**src/rtl/pw_trigger_seq.sv**
```systemverilog
`default_nettype none
// ============================================================================
// Module      : pw_trigger_seq
// Description : Multi-pulse trigger sequencer. A start strobe from the pattern
//               matcher launches a sequence of up to pNUM_PULSES trigger
//               pulses, each with its own delay and high time. The active
//               configuration is shadowed when the sequence starts.
// Ports       : fe_clk          - clock
//               reset_n         - asynchronous active-low reset
//               I_arm           - enable; low returns to idle (abort)
//               I_match         - 1-cycle start strobe
//               I_num_pulses    - pulses per sequence (0 disables, clamps high)
//               I_delays        - packed per-pulse delays (pulse 0 in LSBs)
//               I_widths        - packed per-pulse high times (pulse 0 in LSBs)
//               O_trigger       - registered trigger output
//               O_trigger_pulse - 1-cycle strobe on each trigger rising edge
//               O_pulse_index   - index of current/next pulse
//               O_busy          - sequence in progress
//               O_done          - 1-cycle strobe when the last pulse falls
// Revision    : 1.0 - initial release
// ============================================================================
module pw_trigger_seq #(
  parameter int pNUM_PULSES  = 4,
  parameter int pDELAY_WIDTH = 20,
  parameter int pWIDTH_WIDTH = 17
) (
  input  logic                                fe_clk,
  input  logic                                reset_n,
  input  logic                                I_arm,
  input  logic                                I_match,
  input  logic [7:0]                          I_num_pulses,
  input  logic [pNUM_PULSES*pDELAY_WIDTH-1:0] I_delays,
  input  logic [pNUM_PULSES*pWIDTH_WIDTH-1:0] I_widths,
  output logic                                O_trigger,
  output logic                                O_trigger_pulse,
  output logic [7:0]                          O_pulse_index,
  output logic                                O_busy,
  output logic                                O_done
);

  localparam int         DW    = pDELAY_WIDTH;
  localparam int         WW    = pWIDTH_WIDTH;
  localparam int         NP    = pNUM_PULSES;
  localparam logic [7:0] MAX_N = 8'(pNUM_PULSES);

  typedef enum logic [1:0] {
    ST_IDLE  = 2'd0,
    ST_DELAY = 2'd1,
    ST_HIGH  = 2'd2
  } state_t;

  state_t             state_q, state_d;
  logic [7:0]         idx_q, idx_d;
  logic [7:0]         last_q, last_d;
  logic [DW-1:0]      dcnt_q, dcnt_d;
  logic [WW-1:0]      wcnt_q, wcnt_d;
  logic [NP*DW-1:0]   dly_q, dly_d;
  logic [NP*WW-1:0]   wid_q, wid_d;
  logic               trig_q, trig_d;
  logic               pulse_q, pulse_d;
  logic               busy_q, busy_d;
  logic               done_q, done_d;

  logic [7:0]         n_clamp;
  logic [7:0]         idx_inc;
  logic [7:0]         idx_nxt;

  // A zero count still has to produce one cycle, so edges stay distinct.
  function automatic logic [WW-1:0] w_at_least_one(input logic [WW-1:0] v);
    return (v == '0) ? WW'(1) : v;
  endfunction

  function automatic logic [DW-1:0] d_at_least_one(input logic [DW-1:0] v);
    return (v == '0) ? DW'(1) : v;
  endfunction

  assign n_clamp = (I_num_pulses > MAX_N) ? MAX_N : I_num_pulses;
  assign idx_inc = idx_q + 8'd1;
  // Keeps the shadow lookup in range; only used when another pulse follows.
  assign idx_nxt = (idx_inc < MAX_N) ? idx_inc : idx_q;

  always_comb begin
    state_d = state_q;
    idx_d   = idx_q;
    last_d  = last_q;
    dcnt_d  = dcnt_q;
    wcnt_d  = wcnt_q;
    dly_d   = dly_q;
    wid_d   = wid_q;
    trig_d  = trig_q;
    pulse_d = 1'b0;
    done_d  = 1'b0;

    if (!I_arm) begin
      state_d = ST_IDLE;
      idx_d   = 8'd0;
      trig_d  = 1'b0;
    end else begin
      case (state_q)
        ST_IDLE: begin
          // done_q blocks a match coinciding with the end of the last run.
          if (I_match && (I_num_pulses != 8'd0) && !done_q) begin
            dly_d  = I_delays;
            wid_d  = I_widths;
            last_d = n_clamp - 8'd1;
            idx_d  = 8'd0;
            // First delay of zero rises on the very next cycle.
            if (I_delays[DW-1:0] == '0) begin
              state_d = ST_HIGH;
              trig_d  = 1'b1;
              pulse_d = 1'b1;
              wcnt_d  = w_at_least_one(I_widths[WW-1:0]);
            end else begin
              state_d = ST_DELAY;
              dcnt_d  = I_delays[DW-1:0];
            end
          end
        end
        ST_DELAY: begin
          if (dcnt_q <= DW'(1)) begin
            state_d = ST_HIGH;
            trig_d  = 1'b1;
            pulse_d = 1'b1;
            wcnt_d  = w_at_least_one(wid_q[int'(idx_q)*WW +: WW]);
          end else begin
            dcnt_d = dcnt_q - DW'(1);
          end
        end
        ST_HIGH: begin
          if (wcnt_q <= WW'(1)) begin
            trig_d = 1'b0;
            if (idx_q == last_q) begin
              state_d = ST_IDLE;
              idx_d   = 8'd0;
              done_d  = 1'b1;
            end else begin
              state_d = ST_DELAY;
              idx_d   = idx_inc;
              dcnt_d  = d_at_least_one(dly_q[int'(idx_nxt)*DW +: DW]);
            end
          end else begin
            wcnt_d = wcnt_q - WW'(1);
          end
        end
        default: begin
          state_d = ST_IDLE;
          idx_d   = 8'd0;
          trig_d  = 1'b0;
        end
      endcase
    end

    busy_d = (state_d != ST_IDLE);
  end

  always_ff @(posedge fe_clk or negedge reset_n) begin
    if (!reset_n) begin
      state_q <= ST_IDLE;
      idx_q   <= 8'd0;
      last_q  <= 8'd0;
      dcnt_q  <= '0;
      wcnt_q  <= '0;
      dly_q   <= '0;
      wid_q   <= '0;
      trig_q  <= 1'b0;
      pulse_q <= 1'b0;
      busy_q  <= 1'b0;
      done_q  <= 1'b0;
    end else begin
      state_q <= state_d;
      idx_q   <= idx_d;
      last_q  <= last_d;
      dcnt_q  <= dcnt_d;
      wcnt_q  <= wcnt_d;
      dly_q   <= dly_d;
      wid_q   <= wid_d;
      trig_q  <= trig_d;
      pulse_q <= pulse_d;
      busy_q  <= busy_d;
      done_q  <= done_d;
    end
  end

  assign O_trigger       = trig_q;
  assign O_trigger_pulse = pulse_q;
  assign O_pulse_index   = idx_q;
  assign O_busy          = busy_q;
  assign O_done          = done_q;

endmodule
`default_nettype wire

```
**config.mk**
```make
export PLATFORM = sky130hd
export DESIGN_NAME = pw_trigger_seq
export DESIGN_NICKNAME = d
export VERILOG_FILES = /design/src/rtl/pw_trigger_seq.sv
export SDC_FILE = /design/constraint.sdc
export NUM_CORES = 1
export LEC_CHECK = 0
export CORE_MARGIN = 3
export CORE_UTILIZATION = 50
export DETAILED_ROUTE_END_ITERATION = 16
export PLACE_DENSITY = 0.75
export SKIP_CTS_REPAIR_TIMING = 1
export SYNTH_ARGS = -nofsm -noshare
export SYNTH_HDL_FRONTEND = slang
export SYNTH_SLANG_ARGS = --single-unit
```
**constraint.sdc**
```tcl
create_clock -name fe_clk -period 4.4 [get_ports fe_clk]
set_input_delay 1.32 -clock fe_clk [delete_from_list [all_inputs] [get_ports fe_clk]]
set_output_delay 1.32 -clock fe_clk [all_outputs]
set_load 0.02 [all_outputs]
```
Word level (Yosys, flattened, before mapping)
Cells that the tools add are included.
{"block": "totals", "output_inout_bits": 12, "register_bits": 207, "in_bits": 160}
{"block": "classes", "n_addsub": 4, "n_mul": 2, "n_shift": 2, "n_eq_ne": 16, "n_reduce_logical": 16, "mux": 43, "magnitude_cmp": 4}
{"op": "two-way mux 20 bit", "count": 6}
{"op": "two-way mux 17 bit", "count": 6}
{"op": "variable part select 80 x 14 -> 20 bit", "count": 1}
{"op": "variable part select 68 x 14 -> 17 bit", "count": 1}
{"op": "one-hot mux 20 bit (3 select lines)", "count": 1}
{"op": "one-hot mux 17 bit (3 select lines)", "count": 1}
{"op": "two-way mux 8 bit", "count": 6}
{"op": "zero test 20 bit", "count": 2}
{"op": "zero test 17 bit", "count": 2}
{"op": "one-hot mux 8 bit (3 select lines)", "count": 1}
{"op": "less-or-equal comparator 20 x 1 -> 1 bit, second input constant", "count": 1}
{"op": "subtractor 20 x 1 -> 20 bit, second input constant", "count": 1}
{"op": "!= test 2 bit, second input constant", "count": 9}
{"op": "less-or-equal comparator 17 x 1 -> 1 bit, second input constant", "count": 1}
{"op": "subtractor 17 x 1 -> 17 bit, second input constant", "count": 1}
{"op": "two-way mux 1 bit", "count": 14}
{"op": "multiplier 8 x 5 -> 13 bit, second input constant", "count": 1}
{"op": "!= test 3 bit, second input constant", "count": 4}
{"op": "multiplier 8 x 3 -> 11 bit, second input constant", "count": 1}
{"op": "two-way mux 2 bit", "count": 5}
{"op": "adder 8 x 1 -> 8 bit, second input constant", "count": 1}
{"op": "== test 8 bit", "count": 1}
{"op": "> comparator 8 x 3 -> 1 bit, second input constant", "count": 1}
{"op": "< comparator 8 x 3 -> 1 bit, second input constant", "count": 1}
{"op": "16 further kinds", "count": 18}

Longest topological paths before layout
{"block": "logic_depth", "word_depth": 10, "depth_mapped": 13}

Worst setup path after synthesis
Ideal clock, no wire load.
{"block": "synth_timing", "kind": "input -> register", "from": "in I_num_pulses[4]", "to": "reg dly_q[28]", "required_ns": 4.275, "setup_slack_ns": 0.688, "setup_ns": 0.125, "arrival_ns": 3.587, "stages": 7, "cell_sequence": "or4_1 nor3_1 a21oi_1 nand3_1 clkbuf_1 clkbuf_1 mux2_2"}
{"block": "synth_between", "elab_chain_cells": 4}
{"element": "from (decl)", "line_no": "31", "rtl": "input logic [7:0] I_num_pulses,"}
{"element": "nonzero test 8 bit", "line_no": "102", "rtl": "if (I_match && (I_num_pulses != 8'd0) && !done_q) begin"}
{"element": "logical AND 1 bit (2 in a row)", "line_no": "102"}
{"element": "AND reduction 3 bit (no source line)"}
{"element": "to (signal assigned)", "line_no": "175", "rtl": "dly_q <= dly_d;"}
{"element": "to (decl)", "line_no": "57", "rtl": "logic [NP*DW-1:0] dly_q, dly_d;"}
No other way between the ends.
A chain may end at the register's enable or synchronous reset.

Worst setup path after layout
{"block": "layout_timing", "from": "reg idx_q[0] (netlist: O_pulse_index[0])", "to": "reg dcnt_q[3]"}
{"block": "layout_between", "elab_chain_cells": 10, "word_cells_on_any_way": 13, "classes_between": "add/sub (1); mul (1); order compare (1); eq/ne (2); shift (1); mux (5); reduce/logical (2)"}
{"element": "from (decl)", "line_no": "53", "rtl": "logic [7:0] idx_q, idx_d;"}
{"element": "from (signal assigned)", "line_no": "171", "rtl": "idx_q <= idx_d;"}
{"element": "adder 8 x 1 -> 8 bit", "line_no": "78", "rtl": "assign idx_inc = idx_q + 8'd1;"}
{"element": "< comparator 8 x 3 -> 1 bit", "line_no": "80", "rtl": "assign idx_nxt = (idx_inc < MAX_N) ? idx_inc : idx_q;"}
{"element": "two-way mux 8 bit", "line_no": "80"}
{"element": "multiplier 8 x 3 -> 11 bit", "line_no": "139", "rtl": "dcnt_d = d_at_least_one(dly_q[int'(idx_nxt)*DW +: DW]);"}
{"element": "variable part select 80 x 14 -> 20 bit", "line_no": "139"}
{"element": "zero test 20 bit", "line_no": "74", "rtl": "return (v == '0) ? DW'(1) : v;"}
{"element": "two-way mux 20 bit", "line_no": "74"}
{"element": "two-way mux 20 bit", "line_no": "132", "rtl": "if (idx_q == last_q) begin"}
{"element": "two-way mux 20 bit", "line_no": "130", "rtl": "if (wcnt_q <= WW'(1)) begin"}
{"element": "one-hot mux 20 bit (3 select lines)", "line_no": "99", "rtl": "case (state_q)"}
{"element": "to (signal assigned)", "line_no": "173", "rtl": "dcnt_q <= dcnt_d;"}
{"element": "to (decl)", "line_no": "55", "rtl": "logic [DW-1:0] dcnt_q, dcnt_d;"}
Parallel ways exist; a longest one is shown, timed or not. The select of a mux whose other input is x is not followed.

==> qor.txt <==
worst path required time - 4.81 ns
largest net degree at the start of global routing - 93
synthesized instance count - 1041
post-synthesis mux area share - 22.6%
post-synth top area share - 44.9%
Post-Syn Area - 11500 µm²
post-synth top area cell - dfrtp_1
status - finished, final reports clean
Fillers - 1782
achievable frequency - 268 MHz
DR vias - 9270
clk slew on worst S/H paths - 0.07 ns
Slew Limit Headroom - 28.9%
final slew viol count - 0
CTS Buf Count - 24
syn nets - 1211
Setup TNS - 0 ns
CTS Sinks - 207
Most used DFF post-synth - dfrtp_1
share of cells above drive strength 1 - 21.7%
TritonCTS clock tree - yes
Setup CP Type - flip-flop to flip-flop
drt first pass iters - 6
Worst VDD drop - 0.288 mV
area fraction in compound gates after synthesis - 14.3%
Root Driver - clkbuf_16
GRT Total Usage - 25.3%
ys async rst share - 100%
slew at the pin closest to its max-slew limit - 1.06 ns
Worst Hold Class - flip-flop to flip-flop
Seq/Total Area, Yosys - 44.9%
RSZ-0062 raised after global routing - false
initial antenna violation count - 0
Pwr per Cell Area - 411 nW/µm²
clk buf depth - 3
largest family of logic cells by synthesized area - multiplexers
Syn Area/Cell - 11.1 µm²
worst-path maximum fanout - 35
Cell variety after synth - 66
Die ar. - 25000 µm²
final setup fails - 0
WL final - 31600 µm
Top-Level Pins - 172
routed length per instance - 21.2 µm
dpl hpwl - 22100 µm
CORE AREA - 22200 µm²
Place WS - 0.316 ns
Pleak - 5.89 nW
max-cap check violation count - 0
Die Ht - 158 µm
adder-cell share of the synthesized area - 1.08%
largest cells by area after synthesis - dfrtp_1 45%, mux2_2 15%, mux4_2 4.3%
# port buffers - 171
Syn-to-layout area delta - 24.5%
WP data arrival - 4.14 ns
H-tree levels - 1
first-pass GRT wire length - 50400 µm
CP endpoint kind - flip-flop
Synth Warn # - 0
starting density of the core - 51.9%
Worst-Skew Late Latency - 0.54 ns
row cnt - 54
antenna-violating nets left - 0
clk_skew - 0.0236 ns
Nets - 1360
drt via density - 6.24
Final Hold Vio Count - 0
commonest cells after routing, fill and taps aside - 206 x dfrtp_1, 170 x clkdlybuf4s50_1, 157 x mux2_2
CP Launch Type - flip-flop
n_diodes - 0
via count of the first global-routing pass - 9245
DR iter-0 viols - 761
Final period util - 84.7%
synthesis-stage register bit count - 207
number of flops mapped to enable cells by yosys - 0
Final WS setup - 0.672 ns
Routability Congestion - 0.987
commonest non-fill, non-tap cell in the layout - dfrtp_1
XOR/XNOR Fraction of Synth Area - 2.96%
Final min period - 3.73 ns
Residual DRC - 0
simple-gate share of the synthesized area - 11.3%
DIE WIDTH - 158 µm
grt total ovfl - 0
==> registers in the layout, indices dropped and copies added, names as in the netlist <==
| name | cells |
|---|---|
| dcnt_q | 20 |
| O_busy | 1 |
| last_q | 8 |
| state_q | 2 |
| O_pulse_index | 8 |
| O_trigger | 1 |
| wcnt_q | 17 |
| O_trigger_pulse | 1 |
| wid_q | 68 |
| dly_q | 80 |
| O_done | 1 |
==> final timing paths <==
check	start	end	slack, ns	depth (start not counted)
max	O_pulse_index[0]	dcnt_q[3]	0.67	10
min	last_q[2]	last_q[2]	0.50	2
max reg2reg	O_pulse_index[0]	dcnt_q[3]	0.67	10
min reg2reg	last_q[2]	last_q[2]	0.50	2
max in group asynchronous	reset_n	dly_q[75]	2.51	2
min in group asynchronous	reset_n	O_pulse_index[0]	0.87	1
==> report_power, final <==
group,internal [W],total [W],switching [W]
clock network,0.00129,0.00210,0.000814
registers,0.00227,0.00259,0.000318
logic,0.000682,0.00122,0.000534
==> critical path, cell delays in order, from the launching register on <==
cell      delay, ns
dfrtp_2        0.37
buf_4          0.42
nand3_1        0.26
nor4_1         0.53
o211a_1        0.45
nand3_1        0.34
nand2_1        0.32
mux2i_1        0.33
o21ai_0        0.15
a221oi_1       0.33
o31ai_1        0.11
==> area by class of cell <==
class | count | area [µm²] | share of cell area (%)
tap | 280 | 350 | 2.44
clock buffer | 33 | 704 | 4.90
multi-input combinational | 749 | 6040 | 42.0
sequential | 207 | 5180 | 36.0
inverter | 16 | 60.1 | 0.418
timing repair buffer | 192 | 1910 | 13.3
clock inverter | 9 | 134 | 0.931
==> synth_stat cells (all sizes together) (3+ instances only) <==
cell	number
o22ai	6
o21ai	50
mux4	22
or2	5
nand3b	4
nor3	14
clkbuf	51
o211ai	7
mux2	157
or4	6
nand2b	6
o221ai	7
a211oi	5
ha	10
a22oi	8
nor4	30
a211o	7
dfrtp	207
mux2i	34
and2	9
or3	4
nand3	23
a41o	8
and3	13
nand2	73
a21boi	11
a21o	4
nor2	67
o311ai	10
o31ai	29
a21oi	21
nor2b	4
a221o	3
a22o	3
buf	18
xor2	25
a221oi	24
inv	13
xnor2	14
clkinv	3
o2111ai	5
==> metal layers <==
layer  global-route usage, %  vias up  routed length [µm]
met5                       0        -                   0
met4                    6.60        0                 717
met3                    6.23       64                2660
met2                    39.0      385               14700
met1                    36.0     4608               13500
li1                        -     4213                   -
==> stage by stage <==
step / cell area [µm²] / utilization [%] / cells / power, W / hold slack, ns
finish: 14400 / 64.7 / 1486 / 0.00591 / 0.497
global route: 14400 / 64.7 / 1486 / 0.00618 / 0.520
CTS: 14400 / 64.7 / 1486 / 0.00594 / 0.503
detailed placement: 13500 / 60.9 / 1444 / 0.00381 / 0.490
global placement: 13500 / 60.9 / 1444 / 0.00377 / 0.482
floorplan: 11500 / - / 1041 / 0.00334 / 0.469
==> logic make-up (layout without fill, tap and decap cells) <==
family                   Yosys count  in the layout
AO/OA/AOI/OAI                    222            222
multiplexers                     213            213
AND/OR/NAND/NOR                  265            265
XOR/XNOR                          39             39
flip-flops                       207            207
adder cells (fa/ha/maj)           10             10
buffers and inverters             85            250
No activity file was read; power rests on OpenSTA's default activity.
